`src/rtl/mwrite.sv`:
```
// Memory-write stage: latches write-back and store requests from the memory-read
// stage, drives the register-file write port and runs the store handshake.
module mwrite (
  input  logic        CLK,
  input  logic        RST_N,
  input  logic        STALL,
  input  logic [4:0]  MEMR_REG_W_RD,
  input  logic [31:0] MEMR_REG_W_DATA,
  input  logic        MEMR_MEM_W_VALID,
  input  logic [31:0] MEMR_MEM_W_ADDR,
  input  logic [3:0]  MEMR_MEM_W_STRB,
  input  logic [31:0] MEMR_MEM_W_DATA,
  output logic [4:0]  MEMW_REG_W_RD,
  output logic [31:0] MEMW_REG_W_DATA,
  output logic        MEM_W_VALID,
  input  logic        MEM_W_READY,
  output logic [31:0] MEM_W_ADDR,
  output logic [3:0]  MEM_W_STRB,
  output logic [31:0] MEM_W_DATA,
  input  logic        MEM_B_VALID,
  output logic        MEM_B_READY,
  input  logic [1:0]  MEM_B_RESP,
  output logic        MEMW_STALL_REQ,
  output logic        MEMW_FAULT
);

  localparam int unsigned RegW  = 5;
  localparam int unsigned DataW = 32;
  localparam int unsigned StrbW = 4;

  typedef enum logic [1:0] {
    IDLE = 2'd0,
    REQ  = 2'd1,
    RESP = 2'd2
  } state_e;

  state_e             state_q, state_d;
  logic               fault_q, fault_d;
  logic [RegW-1:0]    reg_rd_q;
  logic [DataW-1:0]   reg_data_q;
  logic [DataW-1:0]   st_addr_q;
  logic [StrbW-1:0]   st_strb_q;
  logic [DataW-1:0]   st_data_q;
  logic               capture;

  // Upstream values are only taken while idle and not globally stalled.
  assign capture = !STALL && (state_q == IDLE);

  always_ff @(posedge CLK or negedge RST_N) begin
    if (!RST_N) begin
      reg_rd_q   <= '0;
      reg_data_q <= '0;
      st_addr_q  <= '0;
      st_strb_q  <= '0;
      st_data_q  <= '0;
    end else if (capture) begin
      reg_rd_q   <= MEMR_REG_W_RD;
      reg_data_q <= MEMR_REG_W_DATA;
      st_addr_q  <= MEMR_MEM_W_ADDR;
      st_strb_q  <= MEMR_MEM_W_STRB;
      st_data_q  <= MEMR_MEM_W_DATA;
    end
  end

  always_ff @(posedge CLK or negedge RST_N) begin
    if (!RST_N) begin
      state_q <= IDLE;
      fault_q <= 1'b0;
    end else begin
      state_q <= state_d;
      fault_q <= fault_d;
    end
  end

  // Store handshake: address/data phase, then response phase; one store at a time.
  always_comb begin
    state_d = state_q;
    fault_d = 1'b0;
    case (state_q)
      IDLE: begin
        if (capture && MEMR_MEM_W_VALID) state_d = REQ;
      end
      REQ: begin
        if (MEM_W_READY) state_d = RESP;
      end
      RESP: begin
        if (MEM_B_VALID) begin
          state_d = IDLE;
          fault_d = (MEM_B_RESP != 2'b00);
        end
      end
      default: state_d = IDLE;
    endcase
  end

  assign MEMW_REG_W_RD   = reg_rd_q;
  assign MEMW_REG_W_DATA = reg_data_q;
  assign MEM_W_VALID     = (state_q == REQ);
  assign MEM_W_ADDR      = (state_q == REQ) ? st_addr_q : '0;
  assign MEM_W_STRB      = (state_q == REQ) ? st_strb_q : '0;
  assign MEM_W_DATA      = (state_q == REQ) ? st_data_q : '0;
  assign MEM_B_READY     = (state_q == RESP);
  assign MEMW_STALL_REQ  = (state_q != IDLE);
  assign MEMW_FAULT      = fault_q;

endmodule

```
`config.mk`:
```
export PLATFORM = sky130hd
export DESIGN_NAME = mwrite
export DESIGN_NICKNAME = d
export VERILOG_FILES = /design/src/rtl/mwrite.sv
export SDC_FILE = /design/constraint.sdc
export NUM_CORES = 1
export LEC_CHECK = 0
export ABC_AREA = 1
export CORE_ASPECT_RATIO = 0.75
export CORE_MARGIN = 1
export CORE_UTILIZATION = 45
export CTS_BUF_LIST = sky130_fd_sc_hd__clkbuf_2
export CTS_CLUSTER_DIAMETER = 30
export DETAILED_ROUTE_END_ITERATION = 10
export GPL_TIMING_DRIVEN = 0
export PLACE_DENSITY = 0.88
export SETUP_SLACK_MARGIN = 0.1
export SLEW_MARGIN = 20
export SYNTH_ARGS = -nofsm -noshare
export SYNTH_HDL_FRONTEND = slang
export SYNTH_SLANG_ARGS = --single-unit
```
`constraint.sdc`:
```
create_clock -name CLK -period 3.2 [get_ports CLK]
set_input_delay 0.96 -clock CLK [delete_from_list [all_inputs] [get_ports CLK]]
set_output_delay 0.96 -clock CLK [all_outputs]
set_load 0.01 [all_outputs]
```
==> results summary <==
The TritonCTS clock tree is yes. The hold violation total from the final report came out at 0. The number of antenna violations at the first check in global routing came out at 0. The number of buffers and inverters on the critical path is 4. The first global-routing pass estimated 20.0 mm of wire.

The count of antenna-violating nets left after detailed routing is 0. The die covers around 11000 um2. The worst setup path is captured at an output pin. The net count of the mapped netlist came out at ~660. The number of rows in the core area came out at 31. The area occupied by registers came out at approximately 2700 um2. After detailed placement, the total cell area comes to between 7000 and 8000 um2. The total via count after detailed routing is ~4400.

The worst flop-to-flop path endpoint is st_data_q[8]$_DFFE_PN0P_. The flow ran to the end, and the final reports show no timing, DRC or antenna violations. In this run the critical register-to-register path is launched from state_q[1]$_DFFE_PN0P_. The maximum count of clock buffers along a single path came out at 2.

The number of sinks on the clock net is 108. The relative slew slack came out at between 60% and 70%. The clock latency of the later-clocked register in the worst-skew pair came out at ~0.55 ns. The signal on the critical path passes through nor2_4 -> inv_2 -> buf_6 -> buf_6 -> nor2_1 -> dlygate4sd2_1. The worst setup path endpoint is MEM_W_DATA[24].

The finished layout cell area came out at roughly 7100 um2. The detailed-route vias per instance is around 4.8. Entering global routing, the biggest net connects 56 pins.

The gate count after technology mapping is 543. The longest individual stage delay on the worst path came out at 0.48 ns. The routed length per placed instance came out at 14.1 um. The number of iterations in the first detailed-routing pass is 4. The final layout contains approximately 900 nets.

The shortest clock period the worst path allows after layout came out at roughly 2.9 ns. Based on the critical path, the design can be clocked at up to approximately 0.35 GHz. The arrival time reported for the critical path endpoint came out at roughly 1.9 ns. The highest fanout seen on the critical path is 10. For this design the top-level I/O count stands at ~220. The floorplan step set the die width to between 100 and 150 um. The number of instances in the placed design is about 900. The clock slew seen by the registers of the worst setup and hold paths is roughly 0.27 ns.

The repair_antennas step left the layout with diodes totalling 0. The worst vdd rail ir drop came out at ~0.42 mV. The analysis attributes to cell leakage a power of just under 4 nW.

Excluding fillers, the count of instances in the completed layout stands at 914. For this design the ratio of total power to cell area is ~610 nW/um2. The fraction of final layout cells sized beyond drive strength 1 came out at under 10%. The register area share after synthesis is 58.6%.

The number of slew-limit violations in the final report came to 0. The routability-driven placement congestion ratio is 0.831. The worst path meets setup with ~0.3 ns of slack. The largest delay contributor family on the critical path is buffers and inverters. The cell type of the slowest stage on the worst timing path is sky130_fd_sc_hd__dfrtp_2.

The number of clock buffers inserted by TritonCTS is 9. The total grt overflow came out at 0. The critical path launch point type is a flip-flop.

The actual slew at the worst max-slew pin is between 0.5 and 0.6 ns. Setup total negative slack on the finished layout was measured at 0 ns. The global-route usage over all layers is approximately 24%. The number of buffers inserted for hold repair after clock tree synthesis is 0. The starting DRC count in detailed routing is ~190. The logic depth of the worst register-to-register path is 6. The count of yosys warnings during synthesis came out at 0.

The cell type with the highest occurrence count on the critical path is sky130_fd_sc_hd__buf_6. The routed wire length is ~13 mm. The synthesized area divided by synthesized cell count came out at between 8 and 9 um2. The number of fillers in the final layout came out at about 780.

The final core utilization is 72.1%. The library cell used most frequently in the layout, excluding fill and tap cells, is sky130_fd_sc_hd__clkdlybuf4s50_1. The depth of the critical timing path with buffers and inverters included is 6.

The root buffer cell chosen for the clock tree is sky130_fd_sc_hd__clkbuf_2. The vertical extent of the die came out at between 80 and 90 um. The worst endpoint required time is 2.24 ns. The final total power is 4.29 mW.

In the final layout, the multi-input gates occupy approximately 1400 um2. In this run the number of H-tree levels came out at 3. Hold is met by 0.294 ns. The number of remaining DRC errors came out at 0. Synthesis instantiated 18 different standard cells from the library. The half-perimeter wire length of the detailed placement result is ~10 mm. The critical path in this run is classified as flip-flop to output pin.

The slack of the worst reg-to-reg path came out at around 1.7 ns. The tool flagged a number of max-cap violations equal to 0. The via count of the first global-routing pass is between 4000 and 5000. The summed instance area of the synthesized netlist is roughly 4600 um2. The total setup violations reported at the end of the flow came out at 0. The initial utilization of the core area, before any placement, comes to 47.0%. Tracing the worst setup path back leads to its startpoint at state_q[1]$_DFFE_PN0P_. The synthesized flop and latch total is about 110. The placeable core area is roughly 10000 um2. The count of buffers added on input and output ports is between 200 and 250. From synthesis to final layout, the design area changed by 53.4%. Dividing the final minimum period by the clock period gives between 90% and 100%.

Leaving out fill and tap cells, the most frequent cells in the layout are sky130_fd_sc_hd__clkdlybuf4s50_1 (151), sky130_fd_sc_hd__nor2_1 (137), sky130_fd_sc_hd__dfrtp_1 (107), sky130_fd_sc_hd__nand2_1 (77), sky130_fd_sc_hd__inv_1 (72). Setup repair after global routing left no endpoint under its margin. The clock tree skew after final layout is roughly 0.015 ns. Prior to clock tree synthesis, the placed netlist has a worst setup slack of about 0.58 ns. The worst hold path belongs to the class primary input to asynchronous set/reset pin.
-- metal layers --
| metal | part of all wire [%] | global-route usage (%) |
|---|---|---|
| met1 | 40 | 28.4 |
| met2 | 50 | 44.2 |
| met3 | 8.2 | 7.70 |
| met4 | 1.1 | 5.87 |
| met5 | 0 | 0 |
-- where the power goes --
| part | switching, mW | internal (mW) | leakage (nW) |
|---|---|---|---|
| combinational | 0.942 | 0.851 | 2.53 |
| sequential | 0.151 | 1.74 | 1.24 |
| clock | 0.423 | 0.183 | 0.0680 |
-- cell families after synthesis --
| kind of cell | synth area share [%] |
|---|---|
| buf+inv | 11.4 |
| simple gates | 22.4 |
| flops | 58.6 |
| compound gates | 7.62 |
-- synth_stat cells --
cell / number / area [um2]
sky130_fd_sc_hd__nor2_1: 137 / 514
sky130_fd_sc_hd__nor3_1: 1 / 5.00
sky130_fd_sc_hd__buf_2: 10 / 50.1
sky130_fd_sc_hd__buf_1: 1 / 3.75
sky130_fd_sc_hd__nor2_4: 2 / 22.5
sky130_fd_sc_hd__o21ai_0: 1 / 5.00
sky130_fd_sc_hd__nand2_1: 77 / 289
sky130_fd_sc_hd__nand4_1: 1 / 6.26
sky130_fd_sc_hd__inv_1: 72 / 270
sky130_fd_sc_hd__inv_2: 2 / 7.51
sky130_fd_sc_hd__o22ai_1: 1 / 6.26
sky130_fd_sc_hd__nand3_1: 38 / 190
sky130_fd_sc_hd__buf_4: 9 / 67.6
sky130_fd_sc_hd__dfrtp_1: 108 / 2700
sky130_fd_sc_hd__clkbuf_1: 4 / 15.0
sky130_fd_sc_hd__nand2_2: 1 / 6.26
sky130_fd_sc_hd__a21oi_1: 68 / 340
sky130_fd_sc_hd__buf_6: 10 / 113
-- registers in the layout (all words and copies together) (netlist names) --
| name | flops |
|---|---|
| MEMW_REG_W_RD | 5 |
| st_data_q | 32 |
| st_addr_q | 32 |
| MEMW_REG_W_DATA | 32 |
| MEMW_FAULT | 1 |
| state_q | 2 |
| st_strb_q | 4 |
-- how the worst min path moves through the flow --
stage                                            to  slack [ns]  depth (start not counted)
detailed placement  MEMW_REG_W_DATA[30]$_DFFE_PN0P_        0.46                          2
CTS                       st_addr_q[11]$_DFFE_PN0P_        0.26                          1
finish                    st_addr_q[11]$_DFFE_PN0P_        0.29                          1
floorplan                  st_addr_q[0]$_DFFE_PN0P_        0.48                          2
global placement    MEMW_REG_W_DATA[12]$_DFFE_PN0P_        0.45                          2
global route               st_addr_q[8]$_DFFE_PN0P_        0.24                          1
-- timing repair --
action | 4_1_cts | 5_1_grt
gates resized for setup | 66 | 5
pin swaps | 0 | 0
endpoints found under the setup margin | 68 | 5
cloned | 0 | 0
endpoints found under the hold margin | 0 | 0
buffers inserted | 2 | 0
-- worst reg2reg max path, stage by stage, from the launching register on --
cell	delay [ns]
sky130_fd_sc_hd__dfrtp_2	0.48
sky130_fd_sc_hd__buf_4	0.15
sky130_fd_sc_hd__nor2_4	0.15
sky130_fd_sc_hd__nand2_2	0.08
sky130_fd_sc_hd__buf_6	0.16
sky130_fd_sc_hd__buf_2	0.20
sky130_fd_sc_hd__a21oi_1	0.20
-- layout make-up --
| type | instances | area share (%) |
|---|---|---|
| buffer | 34 | 3.55 |
| tap | 132 | 2.33 |
| timing repair buffer | 224 | 30.9 |
| sequential | 108 | 38.2 |
| clock inverter | 4 | 0.725 |
| multi-input combinational | 327 | 19.6 |
| clock buffer | 11 | 0.778 |
| inverter | 74 | 3.92 |
Power figures use the tool's default switching activity.
